## config.mk

```make
export PLATFORM = sky130hd
export DESIGN_NAME = seg7_display_ctrl
export DESIGN_NICKNAME = d
export VERILOG_FILES = /design/src/rtl/seg7_display_ctrl.sv
export SDC_FILE = /design/constraint.sdc
export NUM_CORES = 1
export LEC_CHECK = 0
export ABC_AREA = 1
export ABC_CLOCK_PERIOD_IN_PS = 3300
export BUFFER_PORTS_ARGS = -buffer_cell sky130_fd_sc_hd__buf_2
export CAP_MARGIN = 20
export CORE_MARGIN = 2
export CORE_UTILIZATION = 38
export DETAILED_ROUTE_END_ITERATION = 8
export PLACE_DENSITY = 0.66
export SLEW_MARGIN = 25
export SYNTH_ARGS = -nofsm -noshare
export SYNTH_HDL_FRONTEND = slang
export SYNTH_SLANG_ARGS = --single-unit
```

## constraint.sdc

```tcl
create_clock -name CLK -period 3.3 [get_ports CLK]
set_clock_uncertainty 0.1 [all_clocks]
set_input_delay 0.165 -clock CLK [delete_from_list [all_inputs] [get_ports CLK]]
set_output_delay 0.165 -clock CLK [all_outputs]
set_load 0.01 [all_outputs]
```

## src/rtl/seg7_display_ctrl.sv

```systemverilog
`default_nettype none
// ============================================================================
// Module      : seg7_display_ctrl
// Description : Multi-digit BCD to 7-segment controller with leading-zero
//               suppression, per-digit blink and time-multiplexed scan output.
// Revision    : 1.0 - initial release
// ============================================================================

module seg7_display_ctrl #(
    parameter int NUM_DIGITS = 7,
    parameter int ACTIVE_LOW = 1,
    parameter int BLINK_DIV  = 25000000,
    parameter int SCAN_DIV   = 50000
) (
    input  logic                    CLK,
    input  logic                    RST_N,
    input  logic [4*NUM_DIGITS-1:0] code,
    input  logic                    load,
    input  logic                    lz_en,
    input  logic [NUM_DIGITS-1:0]   blink_mask,
    input  logic                    scan_mode,
    output logic [7*NUM_DIGITS-1:0] seg_static,
    output logic [6:0]              seg_scan,
    output logic [NUM_DIGITS-1:0]   an
);

    localparam int c_BW = (BLINK_DIV > 1) ? $clog2(BLINK_DIV) : 1;
    localparam int c_SW = (SCAN_DIV > 1) ? $clog2(SCAN_DIV) : 1;
    localparam int c_IW = (NUM_DIGITS > 1) ? $clog2(NUM_DIGITS) : 1;

    localparam logic [c_BW-1:0]       c_BLINK_MAX = c_BW'(BLINK_DIV - 1);
    localparam logic [c_SW-1:0]       c_SCAN_MAX  = c_SW'(SCAN_DIV - 1);
    localparam logic [c_IW-1:0]       c_IDX_MAX   = c_IW'(NUM_DIGITS - 1);
    localparam logic [6:0]            c_SEG_OFF   = (ACTIVE_LOW != 0) ? 7'h7F : 7'h00;
    localparam logic [NUM_DIGITS-1:0] c_AN_OFF    = (ACTIVE_LOW != 0) ? '1 : '0;

    typedef enum logic [0:0] {
        S_IDLE = 1'b0,
        S_SCAN = 1'b1
    } state_t;

    // Patterns are kept in active-low form and inverted at the output stage.
    function automatic logic [6:0] f_decode(input logic [3:0] nib);
        case (nib)
            4'h0:    f_decode = 7'b1000000;
            4'h1:    f_decode = 7'b1111001;
            4'h2:    f_decode = 7'b0100100;
            4'h3:    f_decode = 7'b0110000;
            4'h4:    f_decode = 7'b0011001;
            4'h5:    f_decode = 7'b0010010;
            4'h6:    f_decode = 7'b0000010;
            4'h7:    f_decode = 7'b1111000;
            4'h8:    f_decode = 7'b0000000;
            4'h9:    f_decode = 7'b0010000;
            4'hA:    f_decode = 7'b0111111;
            default: f_decode = 7'b1111111;
        endcase
    endfunction

    logic [4*NUM_DIGITS-1:0] r_shadow;
    logic [c_BW-1:0]         r_blink_cnt;
    logic                    r_blink_phase;
    state_t                  r_state;
    state_t                  w_state_nxt;
    logic [c_SW-1:0]         r_scan_cnt;
    logic [c_SW-1:0]         w_scan_cnt_nxt;
    logic [c_IW-1:0]         r_idx;
    logic [c_IW-1:0]         w_idx_nxt;
    logic [NUM_DIGITS-1:0]   w_an_nxt;
    logic [6:0]              w_seg_scan_nxt;
    logic [7*NUM_DIGITS-1:0] w_seg;
    logic [6:0]              w_dig [NUM_DIGITS];
    logic                    w_lead;
    logic                    w_blank;
    logic [3:0]              w_nib;
    logic [6:0]              w_pat;

    // Walk from the most significant digit; w_lead stays set while only zeros seen.
    always_comb begin
        w_lead  = 1'b1;
        w_blank = 1'b0;
        w_nib   = 4'h0;
        w_pat   = 7'h7F;
        w_seg   = '0;
        for (int i = NUM_DIGITS - 1; i >= 0; i--) begin
            w_nib   = r_shadow[4*i +: 4];
            w_blank = (r_blink_phase && blink_mask[i]) ||
                      (lz_en && w_lead && (w_nib == 4'h0) && (i != 0));
            if (w_nib != 4'h0) begin
                w_lead = 1'b0;
            end
            w_pat          = w_blank ? 7'h7F : f_decode(w_nib);
            w_dig[i]       = (ACTIVE_LOW != 0) ? w_pat : ~w_pat;
            w_seg[7*i +: 7] = w_dig[i];
        end
    end

    always_comb begin
        w_state_nxt    = r_state;
        w_scan_cnt_nxt = '0;
        w_idx_nxt      = '0;
        case (r_state)
            S_IDLE: begin
                if (scan_mode) begin
                    w_state_nxt = S_SCAN;
                end
            end
            S_SCAN: begin
                if (!scan_mode) begin
                    w_state_nxt = S_IDLE;
                end else if (r_scan_cnt == c_SCAN_MAX) begin
                    w_idx_nxt = (r_idx == c_IDX_MAX) ? '0 : r_idx + 1'b1;
                end else begin
                    w_scan_cnt_nxt = r_scan_cnt + 1'b1;
                    w_idx_nxt      = r_idx;
                end
            end
            default: w_state_nxt = S_IDLE;
        endcase

        // Anode and segments come from the same next-index so they switch together.
        w_an_nxt       = c_AN_OFF;
        w_seg_scan_nxt = c_SEG_OFF;
        if (w_state_nxt == S_SCAN) begin
            w_an_nxt       = c_AN_OFF ^ (NUM_DIGITS'(1) << w_idx_nxt);
            w_seg_scan_nxt = w_dig[w_idx_nxt];
        end
    end

    always_ff @(posedge CLK or negedge RST_N) begin
        if (!RST_N) begin
            r_shadow      <= '1;
            r_blink_cnt   <= '0;
            r_blink_phase <= 1'b0;
            r_state       <= S_IDLE;
            r_scan_cnt    <= '0;
            r_idx         <= '0;
            seg_static    <= {NUM_DIGITS{c_SEG_OFF}};
            seg_scan      <= c_SEG_OFF;
            an            <= c_AN_OFF;
        end else begin
            if (load) begin
                r_shadow <= code;
            end
            if (r_blink_cnt == c_BLINK_MAX) begin
                r_blink_cnt   <= '0;
                r_blink_phase <= ~r_blink_phase;
            end else begin
                r_blink_cnt <= r_blink_cnt + 1'b1;
            end
            r_state    <= w_state_nxt;
            r_scan_cnt <= w_scan_cnt_nxt;
            r_idx      <= w_idx_nxt;
            seg_static <= w_seg;
            seg_scan   <= w_seg_scan_nxt;
            an         <= w_an_nxt;
        end
    end

endmodule

`default_nettype wire

```

# --- Word level (Yosys, flattened, before mapping) ---
# Memories as Yosys holds them, arrays and structs flattened.
# Cells that the tools add are included.
# W data, S select, Z words.
totals:
  ff_bits: 137
  rom_bits: 784
  word_cells: 88
  memories: 7
classes:
  addsub: 3
  n_lt_le_gt_ge: 1
  eq_ne: 3
  shifts: 1
  muxes: 26
  n_bitwise: 3
  n_reduce_logical: 35
mem_list:
  columns: ["memory", "depth", "word_bits", "rd", "rd_ports_with_merged_regs", "wr", "line_no", "source"]
  rows:
  - ["(name not given)", 16, 7, 1, 0, 0, "44", "case (nib)"]
  - ["(name not given)", 16, 7, 1, 0, 0, "44", null]
  - ["(name not given)", 16, 7, 1, 0, 0, "44", null]
  - ["(name not given)", 16, 7, 1, 0, 0, "44", null]
  - ["(name not given)", 16, 7, 1, 0, 0, "44", null]
  - ["(name not given)", 16, 7, 1, 0, 0, "44", null]
  - ["1 more memories", null, null, null, null, null, null, null]
op_table:
  columns: ["op", "count"]
  rows:
  - ["$mux W7", 11]
  - ["$mux W16", 3]
  - ["$add A25 B1 Y25 const B", 1]
  - ["$eq A25 B25 Y1 const B", 1]
  - ["$mux W25", 1]
  - ["$logic_not A4 Y1", 6]
  - ["$bmux W7 S3", 1]
  - ["$reduce_bool A4 Y1", 5]
  - ["$logic_and A1 B1 Y1", 18]
  - ["$add A16 B1 Y16 const B", 1]
  - ["$eq A16 B16 Y1 const B", 1]
  - ["$mux W3", 4]
  - ["$not A7 Y7", 1]
  - ["$shl A1 B3 Y7 const A", 1]
  - ["$logic_or A1 B1 Y1", 6]
  - ["$mux W1", 6]
  - ["$ge A4 B4 Y1 const B", 1]
  - ["$not A3 Y4", 1]
  - ["$add A3 B1 Y3 const B", 1]
  - ["$eq A3 B3 Y1 const B", 1]
  - ["$not A1 Y1", 1]

# --- Longest topological paths before layout ---
# Gate-level depths: netlist (run 1).
depth:
  word_depth: 14
  mapped_depth: 14

# --- Worst setup path after synthesis (run 1) ---
# Ideal clock, no wire load.
synth_timing:
  path_kind: "reg-to-reg"
  from: "reg r_shadow[24]"
  to: "reg seg_scan[0]"
  setup_ps: 76
  arrival_ps: 1656
  required_time_ps: 3124
  setup_slack_ps: 1468
  path_stages_with_launch: 13
  path_cell_list: "dfstp_2 inv_1 ha_1 nand2_1 inv_1 nand2_1 nor2_4 nor3_2 o21ai_0 nand3_1 nand4_1 nand2_1 nand2_1"
synth_lines:
  columns: ["item", "line_no", "source"]
  rows:
  - ["start: declaration", "60", "logic [4*NUM_DIGITS-1:0] r_shadow;"]
  - ["start signal: assignment", "143", "r_shadow <= code;"]
  - ["end signal: assignment", "139", "seg_scan <= c_SEG_OFF;"]
  - ["end signal: assignment", "155", "seg_scan <= w_seg_scan_nxt;"]
  - ["end: declaration", "23", "output logic [6:0] seg_scan,"]

# --- Worst setup path in the final report (run 1) ---
layout_timing:
  from: "reg r_scan_cnt[0]"
  to: "reg seg_scan[6]"
layout_via:
  elab_chain_len: 9
layout_lines:
  columns: ["item", "line_no", "source"]
  rows:
  - ["start: declaration", "65", "logic [c_SW-1:0] r_scan_cnt;"]
  - ["start signal: assignment", "152", "r_scan_cnt <= w_scan_cnt_nxt;"]
  - ["$eq A16 B16 Y1", "111", "end else if (r_scan_cnt == c_SCAN_MAX) begin"]
  - ["$mux W3", "111", null]
  - ["$mux W3", "109", "if (!scan_mode) begin"]
  - ["$mux W3", "102", "case (r_state)"]
  - ["net w_idx_nxt[2]", "68", "logic [c_IW-1:0] w_idx_nxt;"]
  - ["$not A3 Y4 (not written as such)", "126", "w_seg_scan_nxt = w_dig[w_idx_nxt];"]
  - ["$bmux W7 S3", "126", null]
  - ["$mux W7 (not written as such) (2 in series)", "126", null]
  - ["$mux W7", "124", "if (w_state_nxt == S_SCAN) begin"]
  - ["net w_seg_scan_nxt[6]", "70", "logic [6:0] w_seg_scan_nxt;"]
# The timed path passes the listed nets, and every way through them passes these cells. The select of a mux whose other input is x is not followed.
# A chain may end at the register's enable or synchronous reset.

==> results of run 1 <==
## registers in the layout, summed over array words and instances (netlist names)
register,cells
an,7
r_blink_cnt,25
r_blink_phase,1
r_idx,3
r_scan_cnt,16
r_shadow,28
r_state,1
seg_scan,7
seg_static,49
## cell families after synthesis
kind of cell	after synthesis	synth area share
buf+inv	122	0.06853
compound gates	111	0.08605
fa+ha+maj	36	0.06246
flops	137	0.4912
simple gates	425	0.2724
xor+xnor	16	0.01943
## routing by layer
layer | vias to the layer above | share of wire
met3 | 26 | 0.033
li1 | 3057 | -
met2 | 143 | 0.46
met1 | 2877 | 0.48
met5 | - | 0
met4 | 0 | 0.027
## report_power, final
group | internal [mW] | leakage [nW] | switching (mW)
registers | 1.93 | 1.58 | 0.0834
logic | 0.260 | 2.31 | 0.442
clock network | 1.14 | 0.288 | 0.716
## synthesized netlist by cell type (9+ instances only)
master      n
inv_1     100
nand3_1    82
nand2_1   190
o21ai_0    56
clkbuf_1    9
a21oi_1    31
ha_1       36
dfstp_2    91
nor2_1     70
nor3_1     20
nand4_1    27
o211ai_1   10
xor2_1     13
dfrtp_1    46
## worst max-delay path: cells and delay by family, from the launching register on
family | cells | cell delay [ps]
fa+ha+maj | 1 | 190
flops | 1 | 360
buf+inv | 1 | 130
simple gates | 10 | 1580
## per-stage QoR
step	hold slack, ps	total power, mW	utilization	cells
after CTS	14.67	4.609	0.4748	1232
after global routing	28.06	4.787	0.4748	1232
final	26.89	4.573	0.4748	1232
after floorplan	-230.6	2.399	-	847
after global placement	231.9	2.710	0.4268	1169
after detailed placement	247.1	2.714	0.4268	1169
## worst paths after layout
kind	startpoint	end	slack (ps)	cells after the start
worst max register to register	r_scan_cnt[0]$_DFF_PN0_	seg_scan[6]$_DFF_PN1_	860	12
max in group asynchronous	RST_N	an[1]$_DFF_PN1_	1970	3
min in group asynchronous	RST_N	r_idx[1]$_DFF_PN0_	320	2
worst min-delay path	blink_mask[5]	seg_static[37]$_DFF_PN1_	30	5
worst max-delay path	r_scan_cnt[0]$_DFF_PN0_	seg_scan[6]$_DFF_PN1_	860	12
worst min register to register	r_scan_cnt[0]$_DFF_PN0_	r_scan_cnt[0]$_DFF_PN0_	360	1
## final cells by class
class	count	area [um^2]	share of cell area
Clock buffer	22	495.5	0.05598
Clock inverter	10	88.84	0.01004
Inverter	104	390.4	0.04411
Multi-Input combinational cell	588	3176	0.3588
Sequential cell	137	3542	0.4002
Tap cell	234	292.8	0.03308
Timing Repair Buffer	137	865.8	0.09782
==> run_results.csv, run 1 <==
group,metric,value,unit
outcome,status,"finished clean",
yosys,ys_seq_area_frac,0.4912,
worst_setup_path,critical_path_arrival,2690,ps
worst_setup_path,crit_path_max_incr_delay,360,ps
sta,number_of_failing_hold_endpoints_at_the_final_stage,0,
clocking,htreeDepth,4,
cells_and_area,design.final.nets,1061,
global_route,met2_global_route_usage,0.2933,
route,drt.antenna.violating_nets,0,
yosys,synth_async_sr_flop_share,1.000,
cells_and_area,drive_gt1_frac,0.2645,
yosys,number_of_unique_standard_cell_types_used_by_synthesis,37,
yosys,synthDominantAreaCellType,"dfstp_2",
worst_setup_path,critPathMaxFanout,13,
place,preCtsSetupSlack,863.5,ps
yosys,post_synth_edffs,0,
yosys,number_of_warnings_reported_in_the_yosys_synthesis_log,0,
yosys,synth.ff_latch_count,137,
sta,final.setup.tns,0,ps
sta,period_minus_slack,2438,ps
route,routed_via_density,4.954,
cells_and_area,area_growth_syn_to_layout,22.73,%
die,die_area,20100,um^2
clocking,clock_sink_count,137,
yosys,synth_nets,923,
place,dp_hpwl,13490,um
power,worst_ir_drop_vdd,364.7,uV
sta,finalMaxSlewViolations,0,
yosys,synth_ff_type,"dfstp_2",
sta,rsz0062_at_grt,"no",
cells_and_area,final_area,8851,um^2
cells_and_area,antenna_cells_inserted,0,
sta,final.period_utilization,0.7387,
die,die_height,141.8,um
place,gp_congestion,0.8900,
clocking,clock_latency_on_the_worst_skew_pair,420,ps
sta,final-setup-viol-count,0,
global_route,grt_antenna_before_repair,0,
job,maxCapViolCount,0,
clocking,cts_hold_buffers_added,31,
sta,relSlewSlack,0.3630,
global_route,grt_start_max_net_pins,69,
clocking,cts_made_buffers,17,
clocking,postCtsSetupRepairBufs,0,
yosys,postSynthAreaPerCell,8.515,um^2
worst_setup_path,criticalPathCategory,"reg2reg",
worst_setup_path,start_kind,"flip-flop",
global_route,grt_first_pass_wirelength,29280,um
cells_and_area,layout.cells.most_common_list,"190 x nand2_1, 101 x buf_2, 100 x inv_1",
global_route,grt_overflow_total,0,
worst_setup_path,cp-end-kind,"flip-flop",
worst_setup_path,required,3550,ps
cells_and_area,layout.filler_cells,1783,
yosys,synth_top_area_frac,0.3315,
worst_setup_path,timing.critical_path.slowest_stage_cell,"dfrtp_1",
global_route,grt_busiest_layer,"met2",
route,drt_iter0_markers,478,
yosys,syn-cell-area,7212,um^2
clocking,clk_pin_slew,60,ps
sta,timing.fmax,410.2,MHz
route,number_of_iterations_in_the_first_detailed_routing_pass,6,
cells_and_area,layout.cells.most_common,"nand2_1",
power,cellLeakagePower,4.179,nW
worst_setup_path,crit_chain,"ha_1, nand3_1, nor2_4, nand2_2, nand2_1, nand2_1, nand2_1, inv_2, nand3_1, nand2_1, nor2_1, nand2_1",
worst_setup_path,critical_path.most_common_cell,"nand2_1",
clocking,master_cell_of_the_clock_root_buffer,"clkbuf_16",
sta,tightest_slew,946.7,ps
clocking,tritoncts,"built",
place,placed_cell_area,7956,um^2
route,wire_length_per_cell_after_detailed_routing,14.53,um
route,routed_wirelength,17900,um
die,placement_rows,50,
route,routed-via-count,6103,
global_route,grt_pass1_vias,5791,
clocking,cts_max_path_buffers,2,
yosys,netlist_instances,847,
sta,setup_slack,862.2,ps
die,die_width,141.8,um
worst_hold_path,min-delay-path-class,"in2reg",
route,remaining_drc_errors,0,
global_route,global_route.usage.met1,0.2553,
power,power_density,516.7,nW/um^2
clocking,post_cts_resized,0,
place,io_buffers,102,
global_route,grt_util_met3,0.03409,
die,placeableCoreArea,18640,um^2
die,floorplan.initialDensity,0.3868,
global_route,grt.total_usage,0.1869,
die,ios,103,
yosys,synthTopCellsByArea,"dfstp_2 33%, dfrtp_1 16%, nand2_1 9.9%",
(Power assumes the default switching activity.)
==> inputs of run 2 (changes only) <==
- ABC_AREA: 1 -> 0
- ABC_CLOCK_PERIOD_IN_PS: 3300 -> 2100
- PLACE_DENSITY: 0.66 -> 0.68
- clock period: 3.3 -> 2.1 ns (I/O delays scaled with it)
==> run 2 against run 1 <==
The flow now finishes with violations (hold timing, setup timing). Combinational power up 120%. Power up 70%. Maximum frequency up 2.1%. Area after synthesis down 2.0%. Register-to-register slack worse by 1100 ps. Non-clock buffer count up 162.
==> run_results.csv, run 2 <==
group,metric,value,unit
sta,finalMaxSlewViolations,0,
sta,period_minus_slack,2388,ps
global_route,grt_pass1_vias,6059,
worst_setup_path,crit-reg2reg-launch,"r_shadow[25]$_DFFE_PN1P_",
worst_setup_path,criticalPathCategory,"reg2reg",
worst_setup_path,required,2350,ps
route,drt_iter0_markers,348,
global_route,grt.total_usage,0.2004,
worst_setup_path,worstReg2RegEnd,"seg_scan[6]$_DFF_PN1_",
die,placement_rows,49,
power,worst_ir_drop_vdd,565.7,uV
yosys,yosys-top-cells-count,"92 x nand2_1, 91 x dfstp_2, 53 x o21ai_0",
cells_and_area,drive_gt1_frac,0.4754,
route,routed-via-count,6167,
sta,finalHoldWorstSlack,-4.426,ps
cells_and_area,flip_flop_count_of_the_largest_register_all_copies_and_words_added,49,
outcome,status,"finished, violations left",
die,floorplan.initialDensity,0.3907,
cells_and_area,layout.cells.most_common_list,"154 x buf_4, 101 x buf_2, 91 x dfstp_2",
die,die_area,19700,um^2
worst_setup_path,critPathBufInv,2,
clocking,cts_made_buffers,17,
yosys,postSynthAreaPerCell,10.18,um^2
global_route,grt_overflow_total,0,
sta,tightest_slew,715.6,ps
cells_and_area,multi_input_comb_area,3679,um^2
sta,number_of_failing_hold_endpoints_at_the_final_stage,1,
route,remaining_drc_errors,0,
yosys,synth_top_area_frac,0.3384,
job,maxCapViolCount,0,
power,p_sw,2.133,mW
yosys,netlist_instances,694,
clocking,clock_sink_count,137,
global_route,grt_start_max_net_pins,58,
place,dp_hpwl,14040,um
route,drt.antenna.violating_nets,0,
yosys,post_synth_edffs,0,
yosys,number_of_unique_standard_cell_types_used_by_synthesis,60,
worst_setup_path,timing.critical_path.slowest_stage_cell,"dfstp_2",
worst_setup_path,critPathMaxFanout,4,
cells_and_area,layout.cells.most_common,"buf_4",
clocking,clock_latency_on_the_worst_skew_pair,440,ps
worst_setup_path,worstSetupPathDepth,9,
cells_and_area,final_area,10350,um^2
die,die_width,140.4,um
yosys,post-synth-top-count-cell,"nand2_1",
sta,rsz0062_at_grt,"yes",
route,wire_length_per_cell_after_detailed_routing,16.03,um
power,fin_total_pwr,7.785,mW
sta,final.period_utilization,1.137,
yosys,synthTopCellsByArea,"dfstp_2 34%, dfrtp_1 16%, ha_1 6.4%",
global_route,grt_first_pass_wirelength,30830,um
clocking,tritoncts,"built",
worst_setup_path,r2r.worst_path.cells,9,
die,die_height,140.4,um
yosys,synth_async_sr_flop_share,1.000,
worst_setup_path,crit_end,"seg_scan[6]$_DFF_PN1_",
cells_and_area,layout_top_registers,"seg_static x49, r_shadow x28, r_blink_cnt x25",
yosys,ys_seq_area_frac,0.5013,
yosys,synth_nets,770,
power,power_frac_seq,0.407,
worst_setup_path,cp-end-kind,"flip-flop",
route,routed_wirelength,19620,um
clocking,cts_max_path_buffers,2,
sta,setup_slack,-287.6,ps
die,ios,103,
place,placed_cell_area,8991,um^2
place,io_buffers,102,
worst_setup_path,crit_path_max_incr_delay,540,ps
yosys,syn-cell-area,7066,um^2
cells_and_area,area_growth_syn_to_layout,46.47,%
power,cell_internal_pwr,5.652,mW
worst_setup_path,start_kind,"flip-flop",
worst_setup_path,crit_path_start,"r_shadow[25]$_DFFE_PN1P_",
clocking,htreeDepth,4,
yosys,synthDominantAreaCellType,"dfstp_2",
worst_hold_path,min-delay-path-class,"in2reg",
worst_setup_path,timing.critical_path.max_delay_family,"compound AO/OA/AOI/OAI gates",
power,power_density,752.3,nW/um^2
cells_and_area,regArea,3542,um^2
place,gp_congestion,0.8741,
clocking,clk_pin_slew,60,ps
yosys,synth.ff_latch_count,137,
sta,relSlewSlack,0.5229,
worst_setup_path,critical_path_arrival,2640,ps
cells_and_area,layout.filler_cells,1498,
sta,final-setup-viol-count,8,
route,routed_via_density,5.038,
yosys,number_of_warnings_reported_in_the_yosys_synthesis_log,0,
route,number_of_iterations_in_the_first_detailed_routing_pass,6,
worst_setup_path,r2r_setup_slack,-290,ps
clocking,master_cell_of_the_clock_root_buffer,"clkbuf_16",
die,placeableCoreArea,18090,um^2
worst_setup_path,crit_chain,"inv_2, ha_4, nor4bb_4, buf_4, a22oi_1, o21ai_0, and3_1, a2111oi_2, o21ai_1",
global_route,grt_antenna_before_repair,0,
power,clock_power_share,0.391,
power,power_switching_share,0.2740,
yosys,synth_ff_type,"dfstp_2",
cells_and_area,design.final.nets,1058,
cells_and_area,antenna_cells_inserted,0,
cells_and_area,top_register,"seg_static",
power,power.combinational.fraction,0.202,
sta,timing.fmax,418.8,MHz
power,cellLeakagePower,4.690,nW
outcome,violations,"hold timing, setup timing",
run 2: power groups by stage:
stage               Clock (mW)  Sequential, mW  Combinational, mW
finish                    3.04            3.17               1.57
global route              3.19            3.19               1.72
CTS                       3.09            3.16               1.51
detailed placement           0            3.20               1.41
global placement             0            3.20               1.39
floorplan                    0            3.27              0.537
run 2: area by class of cell:
cell class | instances | share of cell area
repair buffers | 299 | 0.2064
flip-flops and latches | 137 | 0.3423
inverters | 26 | 0.009672
well taps | 229 | 0.02769
clock buffers | 20 | 0.04510
clock inverters | 12 | 0.01342
multi-input cells | 501 | 0.3555
run 2: worst reg2reg max path, delay by kind of cell (launching register included):
family                     cells  cell delay, ps
adders and majority gates      1             150
and+or+nand+nor                2             430
DFF                            1             540
buffers and inverters          2             200
AOI/OAI and AO/OA              4             870
run 2: worst min-delay path by stage:
stage | from | endpoint | slack (ps) | depth (start not counted)
2_1_floorplan | RST_N | r_blink_cnt[0]$_DFF_PN0_ | -290 | 0
3_3_place_gp | RST_N | r_idx[2]$_DFF_PN0_ | 8 | 1
3_5_place_dp | RST_N | r_idx[2]$_DFF_PN0_ | 10 | 1
4_1_cts | blink_mask[6] | seg_static[43]$_DFF_PN1_ | 10 | 4
5_1_grt | blink_mask[6] | seg_static[43]$_DFF_PN1_ | 30 | 4
6_report | blink_mask[5] | seg_static[40]$_DFF_PN1_ | -4 | 4
run 2: through the flow:
step	setup WS, ps	util	TNS [ps]	instances
6_report	-287.6	0.5722	-1688	1224
5_1_grt	-346.9	0.5722	-2473	1224
4_1_cts	-250.2	0.5580	-1482	1215
3_5_place_dp	-417.5	0.4971	-2619	1150
3_3_place_gp	-413.5	0.4971	-2543	1150
2_1_floorplan	-199.5	-	-669.8	694
run 2: layer usage:
metal  track usage  vias up  wire, um
met3       0.03761       36       897
met2        0.3346      152      9638
met1        0.2570     2986      8514
li1              -     2993         -
met5             0        -         0
met4       0.08187        0       569
run 2: cell families after synthesis:
kind of cell / share of synthesized area
compound gates: 0.1348
xor+xnor: 0.04339
buf+inv: 0.03117
fa+ha+maj: 0.06375
mux: 0.03736
simple gates: 0.1882
flops: 0.5013
run 2: timing repair:
action,CTS,global route
buffers inserted,2,10
setup endpoints to repair,18,26
hold buffers,31,0
pin swaps,10,21
endpoints found under the hold margin,128,0
resized for setup,46,48
